$ cat src/rtl/huff_pkg.sv
// Shared types and constants for the Huffman bit feeder.
package huff_pkg;
  localparam int WIN_W_DEF = 6;
  localparam int BYTE_W    = 8;
  localparam int CNT_W     = 5;

  typedef enum logic [2:0] {
    S_IDLE, S_FILL, S_RUN, S_DRAIN, S_DONE
  } feed_state_t;
endpackage

$ cat src/rtl/huff_bit_feeder_if.sv
// Byte-in / window-out bundle between a stream source, the feeder and the Huffman decoder.
interface huff_bit_feeder_if
  import huff_pkg::*;
#(
  parameter int WIN_W = WIN_W_DEF
);
  logic [BYTE_W-1:0] in_data;
  logic              in_valid;
  logic              in_last;
  logic              in_ready;
  logic [WIN_W-1:0]  win_data;
  logic              win_valid;
  logic              win_last;
  logic              adv;
  logic [2:0]        adv_len;
  logic              flush;
  logic [CNT_W-1:0]  bit_count;
  logic              done;
  logic              adv_err;

  modport master (
    output in_data, in_valid, in_last, adv, adv_len, flush,
    input  in_ready, win_data, win_valid, win_last, bit_count, done, adv_err
  );
  modport slave (
    input  in_data, in_valid, in_last, adv, adv_len, flush,
    output in_ready, win_data, win_valid, win_last, bit_count, done, adv_err
  );
endinterface

$ cat src/rtl/huff_bit_shifter.sv
// Shift-then-insert datapath: drop sh consumed bits, then append a byte after the survivors.
module huff_bit_shifter
  import huff_pkg::*;
#(
  parameter int BUF_W = 16
) (
  input  logic [BUF_W-1:0]  bits_q,
  input  logic [CNT_W-1:0]  count,
  input  logic [2:0]        sh,
  input  logic              ins,
  input  logic [BYTE_W-1:0] byte_in,
  output logic [BUF_W-1:0]  bits_d,
  output logic [CNT_W-1:0]  count_d
);
  logic [CNT_W-1:0] rem;
  logic [BUF_W-1:0] ins_vec;

  always_comb begin
    rem     = count - CNT_W'(sh);
    ins_vec = '0;
    ins_vec[BUF_W-1 -: BYTE_W] = byte_in;
    bits_d  = bits_q << sh;
    count_d = rem;
    // Bits below the valid region are always zero, so OR-ing the byte in is safe.
    if (ins) begin
      bits_d  = bits_d | (ins_vec >> rem);
      count_d = rem + CNT_W'(BYTE_W);
    end
  end
endmodule

$ cat src/rtl/huff_bit_feeder.sv
// Byte-to-bit feeder for a Huffman decoder: MSB-aligned window over a bit buffer.
// Optional HUFF_FEEDER_STATS_EN adds a saturating bits_consumed counter.
// BUF_W must be at least WIN_W+8.
module huff_bit_feeder
  import huff_pkg::*;
#(
  parameter int WIN_W = WIN_W_DEF,
  parameter int BUF_W = 16
) (
  input  logic clk,
  input  logic rst,
  huff_bit_feeder_if.slave bus
`ifdef HUFF_FEEDER_STATS_EN
  ,
  output logic [15:0] bits_consumed
`endif
);
  feed_state_t      state_q, state_d;
  logic [BUF_W-1:0] bits_q, bits_d;
  logic [CNT_W-1:0] cnt_q, cnt_d;
  logic             err_q, err_d;
  logic             accept, legal;

  assign bus.in_ready  = (state_q != S_DRAIN) && (state_q != S_DONE) &&
                         (cnt_q <= CNT_W'(BUF_W - BYTE_W));
  assign bus.win_data  = bits_q[BUF_W-1 -: WIN_W];
  assign bus.win_valid = ((state_q == S_FILL || state_q == S_RUN) && cnt_q >= CNT_W'(WIN_W)) ||
                         (state_q == S_DRAIN && cnt_q != '0);
  assign bus.win_last  = (state_q == S_DRAIN) && (cnt_q <= CNT_W'(WIN_W));
  assign bus.bit_count = cnt_q;
  assign bus.done      = (state_q == S_DONE);
  assign bus.adv_err   = err_q;

  assign accept = bus.in_valid && bus.in_ready;
  assign legal  = bus.adv && bus.win_valid && (bus.adv_len != 3'd0) &&
                  (CNT_W'(bus.adv_len) <= CNT_W'(WIN_W)) && (CNT_W'(bus.adv_len) <= cnt_q);

  huff_bit_shifter #(.BUF_W(BUF_W)) u_shift (
    .bits_q (bits_q),
    .count  (cnt_q),
    .sh     (legal ? bus.adv_len : 3'd0),
    .ins    (accept),
    .byte_in(bus.in_data),
    .bits_d (bits_d),
    .count_d(cnt_d)
  );

  always_comb begin
    state_d = state_q;
    err_d   = err_q | (bus.adv && !legal);
    case (state_q)
      S_IDLE:  if (accept) state_d = S_FILL;
      S_FILL:  if (cnt_d >= CNT_W'(WIN_W)) state_d = S_RUN;
      S_RUN:   if (cnt_d <  CNT_W'(WIN_W)) state_d = S_FILL;
      S_DRAIN: if (cnt_d == '0) state_d = S_DONE;
      default: state_d = state_q;
    endcase
    if (accept && bus.in_last) state_d = S_DRAIN;
  end

  always_ff @(posedge clk or negedge rst) begin
    if (!rst) begin
      state_q <= S_IDLE;
      bits_q  <= '0;
      cnt_q   <= '0;
      err_q   <= 1'b0;
    end else if (bus.flush) begin
      state_q <= S_IDLE;
      bits_q  <= '0;
      cnt_q   <= '0;
      err_q   <= 1'b0;
    end else begin
      state_q <= state_d;
      bits_q  <= bits_d;
      cnt_q   <= cnt_d;
      err_q   <= err_d;
    end
  end

`ifdef HUFF_FEEDER_STATS_EN
  logic [16:0] stat_sum;
  assign stat_sum = {1'b0, bits_consumed} + 17'(bus.adv_len);

  always_ff @(posedge clk or negedge rst) begin
    if (!rst)                bits_consumed <= '0;
    else if (bus.flush)      bits_consumed <= '0;
    else if (legal)          bits_consumed <= stat_sum[16] ? 16'hFFFF : stat_sum[15:0];
  end
`endif
endmodule

$ cat src/flat_wrapper.sv
// flat-port wrapper written by rule: the top's interface ports become plain ports
module huff_bit_feeder_flat import huff_pkg::*;
#(
  parameter int WIN_W = WIN_W_DEF,
  parameter int BUF_W = 16
)
  (clk, rst, bus_in_data, bus_in_valid, bus_in_last, bus_adv, bus_adv_len, bus_flush, bus_in_ready, bus_win_data, bus_win_valid, bus_win_last, bus_bit_count, bus_done, bus_adv_err);
  huff_bit_feeder_if #(.WIN_W(WIN_W)) bus_i ();
  input  logic clk;
  input  logic rst;
  input wire logic [$bits(bus_i.in_data)-1:0] bus_in_data;
  input wire logic [$bits(bus_i.in_valid)-1:0] bus_in_valid;
  input wire logic [$bits(bus_i.in_last)-1:0] bus_in_last;
  input wire logic [$bits(bus_i.adv)-1:0] bus_adv;
  input wire logic [$bits(bus_i.adv_len)-1:0] bus_adv_len;
  input wire logic [$bits(bus_i.flush)-1:0] bus_flush;
  output wire logic [$bits(bus_i.in_ready)-1:0] bus_in_ready;
  output wire logic [$bits(bus_i.win_data)-1:0] bus_win_data;
  output wire logic [$bits(bus_i.win_valid)-1:0] bus_win_valid;
  output wire logic [$bits(bus_i.win_last)-1:0] bus_win_last;
  output wire logic [$bits(bus_i.bit_count)-1:0] bus_bit_count;
  output wire logic [$bits(bus_i.done)-1:0] bus_done;
  output wire logic [$bits(bus_i.adv_err)-1:0] bus_adv_err;
  assign bus_i.in_data = bus_in_data;
  assign bus_i.in_valid = bus_in_valid;
  assign bus_i.in_last = bus_in_last;
  assign bus_i.adv = bus_adv;
  assign bus_i.adv_len = bus_adv_len;
  assign bus_i.flush = bus_flush;
  assign bus_in_ready = bus_i.in_ready;
  assign bus_win_data = bus_i.win_data;
  assign bus_win_valid = bus_i.win_valid;
  assign bus_win_last = bus_i.win_last;
  assign bus_bit_count = bus_i.bit_count;
  assign bus_done = bus_i.done;
  assign bus_adv_err = bus_i.adv_err;
  huff_bit_feeder #(.WIN_W(WIN_W), .BUF_W(BUF_W)) u_core (.clk(clk), .rst(rst), .bus(bus_i));
endmodule
$ cat config.mk
export PLATFORM = sky130hd
export DESIGN_NAME = huff_bit_feeder_flat
export DESIGN_NICKNAME = d
export VERILOG_FILES = /design/src/rtl/huff_pkg.sv /design/src/rtl/huff_bit_feeder_if.sv /design/src/rtl/huff_bit_shifter.sv /design/src/rtl/huff_bit_feeder.sv /design/src/flat_wrapper.sv
export SDC_FILE = /design/constraint.sdc
export NUM_CORES = 1
export LEC_CHECK = 0
export CORE_MARGIN = 2
export CORE_UTILIZATION = 62
export CTS_BUF_LIST = sky130_fd_sc_hd__clkbuf_8
export DETAILED_ROUTE_END_ITERATION = 10
export PLACE_DENSITY = 0.95
export SLEW_MARGIN = 20
export SYNTH_ARGS = -nofsm -noshare
export SYNTH_HDL_FRONTEND = slang
export SYNTH_SLANG_ARGS = --single-unit
export TNS_END_PERCENT = 1
$ cat constraint.sdc
create_clock -name clk -period 7.3 [get_ports clk]
set_input_delay 1.825 -clock clk [delete_from_list [all_inputs] [get_ports clk]]
set_output_delay 1.825 -clock clk [all_outputs]
set_load 0.005 [all_outputs]
==> run metrics, run 1 <==
PortBufs=32; Post CTS Setup Buffer Count=0; CTS tree=done; initial DRC count=320; Crit Reg-Reg Endpoint=u_core.bits_q[5]; ranking of synthesized cells by area=dfrtp_1 25%, mux2i_1 7.2%, nand3_1 5.2%; critical path's slowest cell=and3_1; final wirelength=roughly 6300 um; Final Cycle Share=83.7%; Post-Syn Nets=332; hold-fix buffers at CTS=0; Least-Margin Pin Slew=approximately 1 ns; critical path class=input port to register; CP Max Fanout=20; Slew headroom=roughly a third; most common cell after layout, fill and taps aside=clkdlybuf4s50_1; startpoint types=input port; Buf/Inv on CP=5; max cap viols=0; skew final=roughly 0.0052 ns; worst slack, placed=1.01 ns; Leak=approximately 1.2 nW; Final nets=~350; Routed WL per cell=approximately 17 um; largest area contributor in the netlist=dfrtp_1; total track usage=between 20% and 30%; commonest cells after routing, fill and taps aside=31 x clkdlybuf4s50_1, 26 x nand3_1, 25 x nand2_1, 25 x dfrtp_1, 24 x a21oi_1; proportion of layout cells with a drive suffix above 1=8.72%; Worst path max stage delay=just over 0.6 ns; setup violators final=0; area grow syn2layout=10.6%; hpwl dp=4650 um; power per cell area=~360 nW/um^2; Main synth FF type=dfrtp_1; mean area per synthesized cell=approximately 8 sq um; Fill cells=just over 300; CP top delay family=compound AO/OA/AOI/OAI gates; Via-to-Cell Ratio=6.70; area of the mapped netlist=roughly 2500 sq um; core footprint=approximately 3900 sq um; worst-path cell chain=clkdlybuf4s50_1 -> buf_4 -> inv_1 -> ha_1 -> a311oi_4 -> a21oi_2 -> and3_1 -> inv_4 -> ha_1 -> inv_1 -> o21ai_1 -> xor2_1 -> nand3_1 -> o22ai_1 -> o21ai_0 -> a31oi_1; Post-synth ARST share=100%; Critical Path End Type=register; die area=between 4000 and 5000 sq um; clock latency at the later pin of the worst-skew pair=0.28 ns; Hold Crit Start=u_core.bus.adv_err; Die Width=~68 um; Initial Utilization=between 60% and 70%; vias in the first global route=2184; min-delay worst type=register to register; Root Driver=clkbuf_8; FP Rows=23; register area share after synthesis=24.8%; Fin. Hold Viols=0; cts bufs inserted=3; cell count of the worst hold path=2; critical register-to-register path startpoint=u_core.bus.bit_count[1]; worst path required time=7.47 ns; htree depth=1; hold_ws=0.508 ns; final setup margin=~1.2 ns; Post-synth EDFFs=0; gp weighted congestion=0.929; total grt overflow=0; final setup TNS=0 ns; CP Data Arrival Time=6.28 ns; clock slew at reported path FFs=0.09 ns; Die Ht=67.7 um; via count=2485; drt pass-1 iters=7; reg2reg setup slack=2.77 ns; WHS Endpoint=u_core.bus.adv_err; clock buffer depth=2; worst IR drop on VDD=0.208 mV; post-synth top area share=between 20% and 30%; unrepaired setup endpoints after global routing=false; Yosys warnings=0; max-slew violations=0; Synth cell types=63; I/O Pins=33; Antenna Cells=0; CTS-repair resized insts=0; Synth Register Bits=25; Routed Antenna Nets=0; initial antenna violation count=0; CTS Sinks=25; Reg2Reg Depth=12; Synth Instances=a little over 300; outcome=finished clean; Residual DRC=0; first-pass GRT wire length=10300 um; Final min period=between 6 and 7 ns; largest net degree at the start of global routing=28; Peak Freq=0.164 GHz
==> cells by family (layout without fill, tap and decap cells) <==
logic type | after synthesis | in the layout | share of synthesized area [%]
fa+ha+maj | 7 | 7 | 3.78
flops | 25 | 25 | 24.8
compound gates | 93 | 93 | 25.3
mux | 29 | 29 | 12.1
buf+inv | 39 | 52 | 9.29
xor+xnor | 6 | 6 | 2.09
simple gates | 109 | 109 | 22.7
==> cells in the mapped netlist (7+ instances only) <==
cell type and instances:
nand3_1 26, dfrtp_1 25, nand2_1 25, a21oi_1 24, nor2_1 23, mux2i_1 18, a31oi_1 15, o21ai_0 15
inv_1 11, buf_4 7, mux2_2 7
==> state kept, by name (all words and copies together), names as in the netlist <==
name                  cells
u_core.bits_q            16
u_core.bus.bit_count      5
u_core.state_q            3
u_core.bus.adv_err        1
==> layout make-up <==
class | count | area (sq um) | share of cell area, %
Clock buffer | 3 | 41.3 | 1.48
Tap cell | 50 | 62.6 | 2.25
Timing Repair Buffer | 33 | 323 | 11.6
Clock inverter | 1 | 3.75 | 0.135
Sequential cell | 25 | 626 | 22.5
Inverter | 15 | 71.3 | 2.56
Multi-Input combinational cell | 244 | 1660 | 59.5
==> worst min-delay path: cells and delay by family, from the launching register on <==
family	cells	cell delay, ns
simple gates	1	0.08
compound gates	1	0.04
flops	1	0.35
==> metrics by stage <==
stage	utilization (%)	power (mW)	instance area, sq um	instances
detailed placement	69.5	0.910	2740	367
global route	70.7	1.08	2790	371
finish	70.7	1.01	2790	371
floorplan	-	0.766	2520	308
global placement	69.7	0.895	2750	367
CTS	70.7	0.997	2790	371
==> worst max-delay path by stage <==
stage,from,endpoint,slack (ns),cells past startpoint
6_report,bus_adv_len[0],u_core.bits_q[5],1.19,16
5_1_grt,bus_adv_len[0],u_core.bits_q[5],0.87,16
4_1_cts,bus_adv_len[0],u_core.bits_q[2],1.25,15
3_5_place_dp,bus_adv_len[0],u_core.state_q[0],1.01,12
3_3_place_gp,bus_adv_len[0],u_core.bits_q[5],1.13,13
2_1_floorplan,bus_adv_len[0],u_core.bits_q[2],2.13,16
==> metal layers <==
layer / GRT usage, % / up-vias / share of wire (%)
li1: - / 1172 / -
met1: 40.9 / 1155 / 43
met2: 48.8 / 141 / 47
met3: 2.50 / 17 / 8.0
met4: 6.89 / 0 / 1.9
met5: 0 / - / 0
==> power by group <==
group          total (mW)  switching [mW]  leakage, nW  internal [mW]
Clock              0.0850          0.0472       0.0269         0.0378
Sequential          0.260          0.0712        0.338          0.188
Combinational       0.665           0.376        0.792          0.289
Total                1.01           0.494         1.16          0.515
Power figures use the tool's default switching activity.
==> run 2, diff against run 1 <==
--- a/config.mk
+++ b/config.mk
@@ -6,10 +6,10 @@
 export NUM_CORES = 1
 export LEC_CHECK = 0
 export CORE_MARGIN = 2
-export CORE_UTILIZATION = 62
+export CORE_UTILIZATION = 52
 export CTS_BUF_LIST = sky130_fd_sc_hd__clkbuf_8
 export DETAILED_ROUTE_END_ITERATION = 10
-export PLACE_DENSITY = 0.95
+export PLACE_DENSITY = 0.87
 export SLEW_MARGIN = 20
 export SYNTH_ARGS = -nofsm -noshare
 export SYNTH_HDL_FRONTEND = slang
==> constraint.sdc (replaced) <==
create_clock -name clk -period 5.05 [get_ports clk]
set_input_delay 1.2625 -clock clk [delete_from_list [all_inputs] [get_ports clk]]
set_output_delay 1.2625 -clock clk [all_outputs]
set_load 0.005 [all_outputs]
==> run 2 against run 1 <==
Against the previous run:
- first-iteration DRC count grew 7.2%
- total power grew 50%
- sequential power grew 44%
- die area grew 18%
- critical path type unchanged
- critical endpoint is now u_core.bits_q[4]
==> run metrics, run 2 (synthesis gave the netlist of run 1 again) <==
critical path class=input port to register (unchanged); Slew headroom=33.4% (was 32.7%); Die Width=73.6 um (was 67.7 um); max reg flops=16 (unchanged); outcome=finished clean (unchanged); Buf/Inv on CP=4 (was 5); die area=5420 sq um (was 4590 sq um); commonest cells after routing, fill and taps aside=32 x clkdlybuf4s50_1, 26 x nand3_1, 25 x nand2_1, 25 x dfrtp_1, 24 x a21oi_1 (was 31 x clkdlybuf4s50_1, 26 x nand3_1, 25 x nand2_1, 25 x dfrtp_1, 24 x a21oi_1); CTS-repair resized insts=0 (unchanged); critical path's slowest cell=xnor2_1 (was and3_1); initial DRC count=343 (was 320); startpoint types=input port (unchanged); Routed WL per cell=17.1 um (was 17.0 um); CP Max Fanout=7 (was 20); Critical Path End Type=register (unchanged); Final nets=361 (was 346); area grow syn2layout=15.5% (was 10.6%); Residual DRC=0 (unchanged); total grt overflow=0 (unchanged); Finished Core Util=62.0% (was 70.7%); CP top delay family=compound AO/OA/AOI/OAI gates (unchanged); htree depth=1 (unchanged); Least-Margin Pin Slew=0.996 ns (was 1.01 ns); Peak Freq=roughly 0.21 GHz; Post CTS Setup Buffer Count=0 (unchanged); most common cell after layout, fill and taps aside=clkdlybuf4s50_1 (unchanged); CTS tree=done (unchanged); max cap viols=0 (unchanged); cts bufs inserted=3 (unchanged); CP Data Arrival Time=5.04 ns (was 6.28 ns); Die Ht=73.6 um (was 67.7 um); Worst path max stage delay=0.59 ns (was 0.61 ns); proportion of layout cells with a drive suffix above 1=12.5% (was 8.72%); gp weighted congestion=0.918 (was 0.929); DP Cell Count=386 (was 367); power per cell area=520 nW/um^2 (was 362 nW/um^2); Final min period=4.86 ns; I/O Pins=33 (unchanged); Leak=1.23 nW (was 1.16 nW); worst IR drop on VDD=0.259 mV (was 0.208 mV); clock buffer depth=2 (unchanged); Routed Antenna Nets=0 (unchanged); Antenna Cells=0 (unchanged); first-pass GRT wire length=11100 um (was 10300 um); final setup margin=0.192 ns (was 1.19 ns); Via-to-Cell Ratio=6.56 (was 6.70); drt pass-1 iters=5 (was 7); core footprint=4690 sq um (was 3940 sq um); largest net degree at the start of global routing=27 (was 28); max-slew violations=0 (unchanged); Final Cycle Share=between 90% and 100%; Initial Utilization=53.7% (was 63.9%); total track usage=26.2% (was 29.2%); Root Driver=clkbuf_8 (unchanged); Largest Register=u_core.bits_q (unchanged); worst path required time=5.23 ns (was 7.47 ns); hold-fix buffers at CTS=0 (unchanged); final wirelength=6660 um (was 6290 um); Fin. Hold Viols=0 (unchanged); initial antenna violation count=0 (unchanged); worst-path cell chain=clkdlybuf4s50_1 -> ha_1 -> inv_1 -> o21ai_0 -> a21oi_2 -> buf_4 -> and3_1 -> inv_4 -> ha_1 -> nor2_1 -> a21oi_1 -> xnor2_1 -> nand2_1 -> nor2_1 -> a21oi_1 -> a31oi_1 (was clkdlybuf4s50_1 -> buf_4 -> inv_1 -> ha_1 -> a311oi_4 -> a21oi_2 -> and3_1 -> inv_4 -> ha_1 -> inv_1 -> o21ai_1 -> xor2_1 -> nand3_1 -> o22ai_1 -> o21ai_0 -> a31oi_1); final setup TNS=0 ns (unchanged); vias in the first global route=2352 (was 2184); unrepaired setup endpoints after global routing=false (unchanged); Non-Filler Instances=390 (was 371); CTS Sinks=25 (unchanged); setup violators final=0 (unchanged); skew final=0.00506 ns (was 0.00521 ns); clock slew at reported path FFs=0.09 ns (about the same); PortBufs=32 (unchanged); FP Rows=25 (was 23); clock latency at the later pin of the worst-skew pair=0.27 ns (was 0.28 ns); via count=2557 (was 2485); min-delay worst type=register to register (unchanged); hpwl dp=5060 um (was 4650 um); worst slack, placed=0.0103 ns (was 1.01 ns)
==> run 2: cell count changes in the layout (fill, tap and decap cells not counted), sizes merged <==
| cell | previous run | this run |
|---|---|---|
| buf | 2 | 16 |
| clkdlybuf4s50 | 31 | 32 |
==> run 2: worst reg2reg max path, cell delays in order (launching register included) <==
cell and delay, ns:
dfrtp_1 0.45, inv_1 0.14, ha_1 0.37, inv_1 0.05, o21ai_0 0.40, a21oi_2 0.11
buf_4 0.17, and3_1 0.22, inv_4 0.07, ha_1 0.28, nor2_1 0.13, a21oi_1 0.07
xnor2_1 0.59, nand2_1 0.21, nor2_1 0.34, a21oi_1 0.17, a31oi_1 0.18
==> run 2: layout make-up <==
type,instances,area (sq um)
Multi-Input combinational cell,244,1660
Clock buffer,3,41.3
Timing Repair Buffer,48,440
Clock inverter,1,3.75
Fill cell,406,1780
Sequential cell,25,626
Tap cell,54,67.6
Inverter,15,71.3
==> run 2: routing by layer <==
metal	track usage [%]	part of all wire (%)	wire, um
met3	3.70	7.3	485
met2	41.9	47	3140
met1	36.3	44	2910
met5	0	0	0
met4	9.09	1.8	119
==> run 2: path summary, 6_finish.rpt <==
path	slack, ns	cells past startpoint	startpoint	endpoint
worst max-delay path	0.19	16	bus_adv_len[1]	u_core.bits_q[4]
min in group asynchronous	1.30	1	rst	u_core.state_q[1]
max in group asynchronous	3.17	2	rst	u_core.bits_q[2]
worst min register to register	0.52	2	u_core.bus.adv_err	u_core.bus.adv_err
worst max register to register	1.01	16	u_core.bus.bit_count[1]	u_core.bits_q[4]
worst min-delay path	0.52	2	u_core.bus.adv_err	u_core.bus.adv_err
==> run 2: where the power goes <==
group	switching, mW	internal (mW)	leakage [nW]
Sequential	0.102	0.272	0.338
Combinational	0.561	0.454	0.863
Clock	0.0675	0.0546	0.0269
==> run 2: through the flow <==
stage / power [mW] / area [sq um] / hold slack, ns
3_3_place_gp: 1.34 / 2860 / 0.484
4_1_cts: 1.49 / 2910 / 0.517
2_1_floorplan: 1.11 / 2520 / 0.486
3_5_place_dp: 1.37 / 2860 / 0.498
6_report: 1.51 / 2910 / 0.518
5_1_grt: 1.63 / 2910 / 0.568
==> run 3, diff against run 2 <==
--- a/config.mk
+++ b/config.mk
@@ -5,10 +5,13 @@
 export SDC_FILE = /design/constraint.sdc
 export NUM_CORES = 1
 export LEC_CHECK = 0
+export ABC_AREA = 1
 export CORE_MARGIN = 2
 export CORE_UTILIZATION = 52
 export CTS_BUF_LIST = sky130_fd_sc_hd__clkbuf_8
 export DETAILED_ROUTE_END_ITERATION = 10
+export HOLD_SLACK_MARGIN = 0.03
+export MAX_ROUTING_LAYER = met4
 export PLACE_DENSITY = 0.87
 export SLEW_MARGIN = 20
 export SYNTH_ARGS = -nofsm -noshare
==> run 3 against run 2 <==
Against the previous run:
- clock power about the same
- fmax increased by 4.7%
- total power decreased by 16%
- sequential power decreased by 11%
- critical endpoint is now u_core.state_q[2]
- largest cell class unchanged
==> run metrics, run 3 <==
reg2reg setup slack=1.36 ns (was 1.01 ns); Fin. Hold Viols=0 (unchanged); Via-to-Cell Ratio=5.71 (was 6.56); cell count of the worst hold path=2 (unchanged); final setup TNS=0 ns (unchanged); storage element area=626 sq um (unchanged); Critical Path End Type=register (unchanged); busiest grt layer=met2 (unchanged); outcome=finished clean (unchanged); max cap viols=0 (unchanged); proportion of layout cells with a drive suffix above 1=7.97% (was 12.5%); worst slack, placed=0.151 ns (was 0.0103 ns); max-slew violations=0 (unchanged); area of the mapped netlist=2490 sq um (was 2520 sq um); htree depth=1 (unchanged); Finished Core Util=61.0% (was 62.0%); min-delay worst type=register to register (unchanged); setup violators final=0 (unchanged); Post-synth EDFFs=0 (unchanged); Die Ht=73.2 um (was 73.6 um); Synth Instances=391 (was 308); DP Cell Count=464 (was 386); commonest cells after routing, fill and taps aside=95 x nand2_1, 81 x nand3_1, 51 x inv_1 (was 32 x clkdlybuf4s50_1, 26 x nand3_1, 25 x nand2_1, 25 x dfrtp_1, 24 x a21oi_1); Post-Syn Nets=415 (was 332); multi-input logic area=1510 sq um (was 1660 sq um); Leak=1.45 nW (was 1.23 nW); initial antenna violation count=0 (unchanged); unrepaired setup endpoints after global routing=false (unchanged); met3 Usage GRT=3.18% (was 3.70%); switching share of power=49.3% (was 48.3%); met2 usage=41.9% (about the same); Routed WL per cell=13.8 um (was 17.1 um); Post CTS Setup Buffer Count=0 (unchanged); critical register-to-register path startpoint=u_core.bus.bit_count[3] (was u_core.bus.bit_count[1]); area grow syn2layout=14.1% (was 15.5%); post-synth top area share=25.1% (was 24.8%); total grt overflow=0 (unchanged); Synth Area in Compound Gates=9.69% (was 25.3%); final setup margin=0.409 ns (was 0.192 ns); critical path class=input port to register (unchanged); met1 Resource Use GR=35.6% (was 36.3%); Hold Crit Start=u_core.bus.adv_err (unchanged); core footprint=4660 sq um (was 4690 sq um); gp weighted congestion=1.02 (was 0.918); worst path required time=5.26 ns (was 5.23 ns); Least-Margin Pin Slew=0.668 ns (was 0.996 ns); largest net degree at the start of global routing=26 (was 27); Fill cells=436 (was 406); FP Rows=25 (unchanged); CTS-repair resized insts=0 (unchanged); Comb power frac=64.3% (was 67.2%); Main synth FF type=dfrtp_1 (unchanged); most common cell after layout, fill and taps aside=nand2_1 (was clkdlybuf4s50_1); total track usage=26.1% (was 26.2%); simple-gate area share of the yosys netlist=44.9% (was 22.7%); P_sw=0.623 mW (was 0.730 mW); Die Width=73.2 um (was 73.6 um); Reg2Reg Depth=15 (was 16); CP Data Arrival Time=4.85 ns (was 5.04 ns); CTS tree=done (unchanged); WHS Endpoint=u_core.bus.adv_err (unchanged); clock latency at the later pin of the worst-skew pair=0.27 ns (about the same); Routed Antenna Nets=0 (unchanged); register area share after synthesis=25.1% (was 24.8%); Largest Register=u_core.bits_q (unchanged); Initial Utilization=53.5% (was 53.7%); startpoint types=input port (unchanged); Residual DRC=0 (unchanged); Non-Filler Instances=468 (was 390); mean area per synthesized cell=6.37 sq um (was 8.18 sq um); Final Cycle Share=91.9% (was 96.2%); first-pass GRT wire length=11000 um (was 11100 um); CP Max Fanout=19 (was 7); final wirelength=6480 um (was 6660 um); ranking of synthesized cells by area=dfrtp_1 25%, nand3_1 16%, nand2_1 14% (was dfrtp_1 25%, mux2i_1 7.2%, nand3_1 5.2%); I/O Pins=33 (unchanged); clock slew at reported path FFs=0.09 ns (about the same); Slew headroom=55.3% (was 33.4%); Crit Reg-Reg Endpoint=u_core.state_q[2] (was u_core.bits_q[4]); Synth Register Bits=25 (unchanged); Root Driver=clkbuf_8 (unchanged); xor and xnor area share after synthesis=0.703% (was 2.09%); Post-synth top cells=95 x nand2_1, 81 x nand3_1, 50 x inv_1 (was 26 x nand3_1, 25 x dfrtp_1, 25 x nand2_1); mux cell area share after synthesis=1.61% (was 12.1%); Final min period=4.64 ns (was 4.86 ns); via count=2673 (was 2557); Post-synth ARST share=100% (unchanged); drt pass-1 iters=6 (was 5); Yosys warnings=0 (unchanged); Synth cell types=36 (was 63); die area=5360 sq um (was 5420 sq um); max reg flops=16 (unchanged); PortBufs=32 (unchanged); hpwl dp=5010 um (was 5060 um); CTS Sinks=25 (unchanged); Final nets=439 (was 361); clock buffer depth=2 (unchanged); skew final=0.00170 ns (was 0.00506 ns); Seq pwr share=26.3% (was 24.8%); power per cell area=445 nW/um^2 (was 520 nW/um^2); Antenna Cells=0 (unchanged); largest area contributor in the netlist=dfrtp_1 (unchanged); count leader, synth=nand2_1 (was nand3_1); Synth Area in Adders=3.82% (was 3.78%); Peak Freq=0.215 GHz (was 0.206 GHz); vias in the first global route=2412 (was 2352); worst IR drop on VDD=0.222 mV (was 0.259 mV); initial DRC count=437 (was 343); hold-fix buffers at CTS=0 (unchanged); cts bufs inserted=3 (unchanged); Int Pwr=0.641 mW (was 0.781 mW); clock share of power=9.4% (was 8.1%); main combinational cell family by area after synthesis=simple AND/OR/NAND/NOR gates (was compound AO/OA/AOI/OAI gates)
run 3: area by class of cell:
| type | instances | area share (%) |
|---|---|---|
| clock buffers | 3 | 1.45 |
| flip-flops and latches | 25 | 22.0 |
| repair buffers | 40 | 13.4 |
| well taps | 54 | 2.38 |
| inverters | 55 | 7.44 |
| clock inverters | 1 | 0.132 |
| multi-input cells | 290 | 53.2 |
run 3: how the worst max path moves through the flow:
stage,startpoint,end,slack [ns],cells after the start
2_1_floorplan,bus_adv_len[0],u_core.bits_q[13],0.78,18
3_3_place_gp,bus_adv_len[1],u_core.state_q[1],0.32,18
3_5_place_dp,bus_adv_len[1],u_core.state_q[2],0.15,18
4_1_cts,bus_adv_len[1],u_core.state_q[2],0.42,18
5_1_grt,bus_adv_len[1],u_core.state_q[1],0.12,18
6_report,bus_adv_len[1],u_core.state_q[2],0.41,18
run 3: metrics by stage:
step / total power, mW / cell area (sq um) / hold slack, ns
after floorplan: 0.918 / 2490 / 0.486
after global placement: 1.11 / 2800 / 0.483
after detailed placement: 1.14 / 2800 / 0.489
after CTS: 1.26 / 2840 / 0.512
after global routing: 1.39 / 2840 / 0.522
final: 1.26 / 2840 / 0.501
run 3: power groups by stage:
stage | Sequential (mW) | Clock (mW) | Combinational, mW
floorplan | 0.316 | 0 | 0.602
global placement | 0.329 | 0 | 0.785
detailed placement | 0.334 | 0 | 0.803
CTS | 0.330 | 0.120 | 0.808
global route | 0.340 | 0.128 | 0.918
finish | 0.332 | 0.119 | 0.813
run 3: cells by family (layout without fill, tap and decap cells):
logic type	Yosys count	in the layout
buffers and inverters	76	99
and+or+nand+nor	234	234
adders and majority gates	7	7
xor gates and xnor gates	2	2
muxes	4	4
AOI/OAI and AO/OA	43	43
DFF	25	25
run 3: per-layer routing:
layer  vias to the layer above  part of all wire (%)
li1                       1334                     -
met1                      1213                    44
met2                       120                    48
met3                         6                   7.3
met4                         0                  0.71
met5                         -                     0
run 3: critical path: stages:
cell and delay (ns):
clkdlybuf4s50_1 0.51, ha_1 0.35, nand2_1 0.06, inv_1 0.05, nand3_1 0.05, nand2_1 0.10, a21oi_4 0.09, nand3_4 0.20
clkinv_4 0.20, fa_1 0.64, inv_1 0.14, nor3_1 0.42, nand3_1 0.13, o21ai_0 0.21, nand3_1 0.16, nand2_1 0.14
nand2_1 0.07, nand2_1 0.05
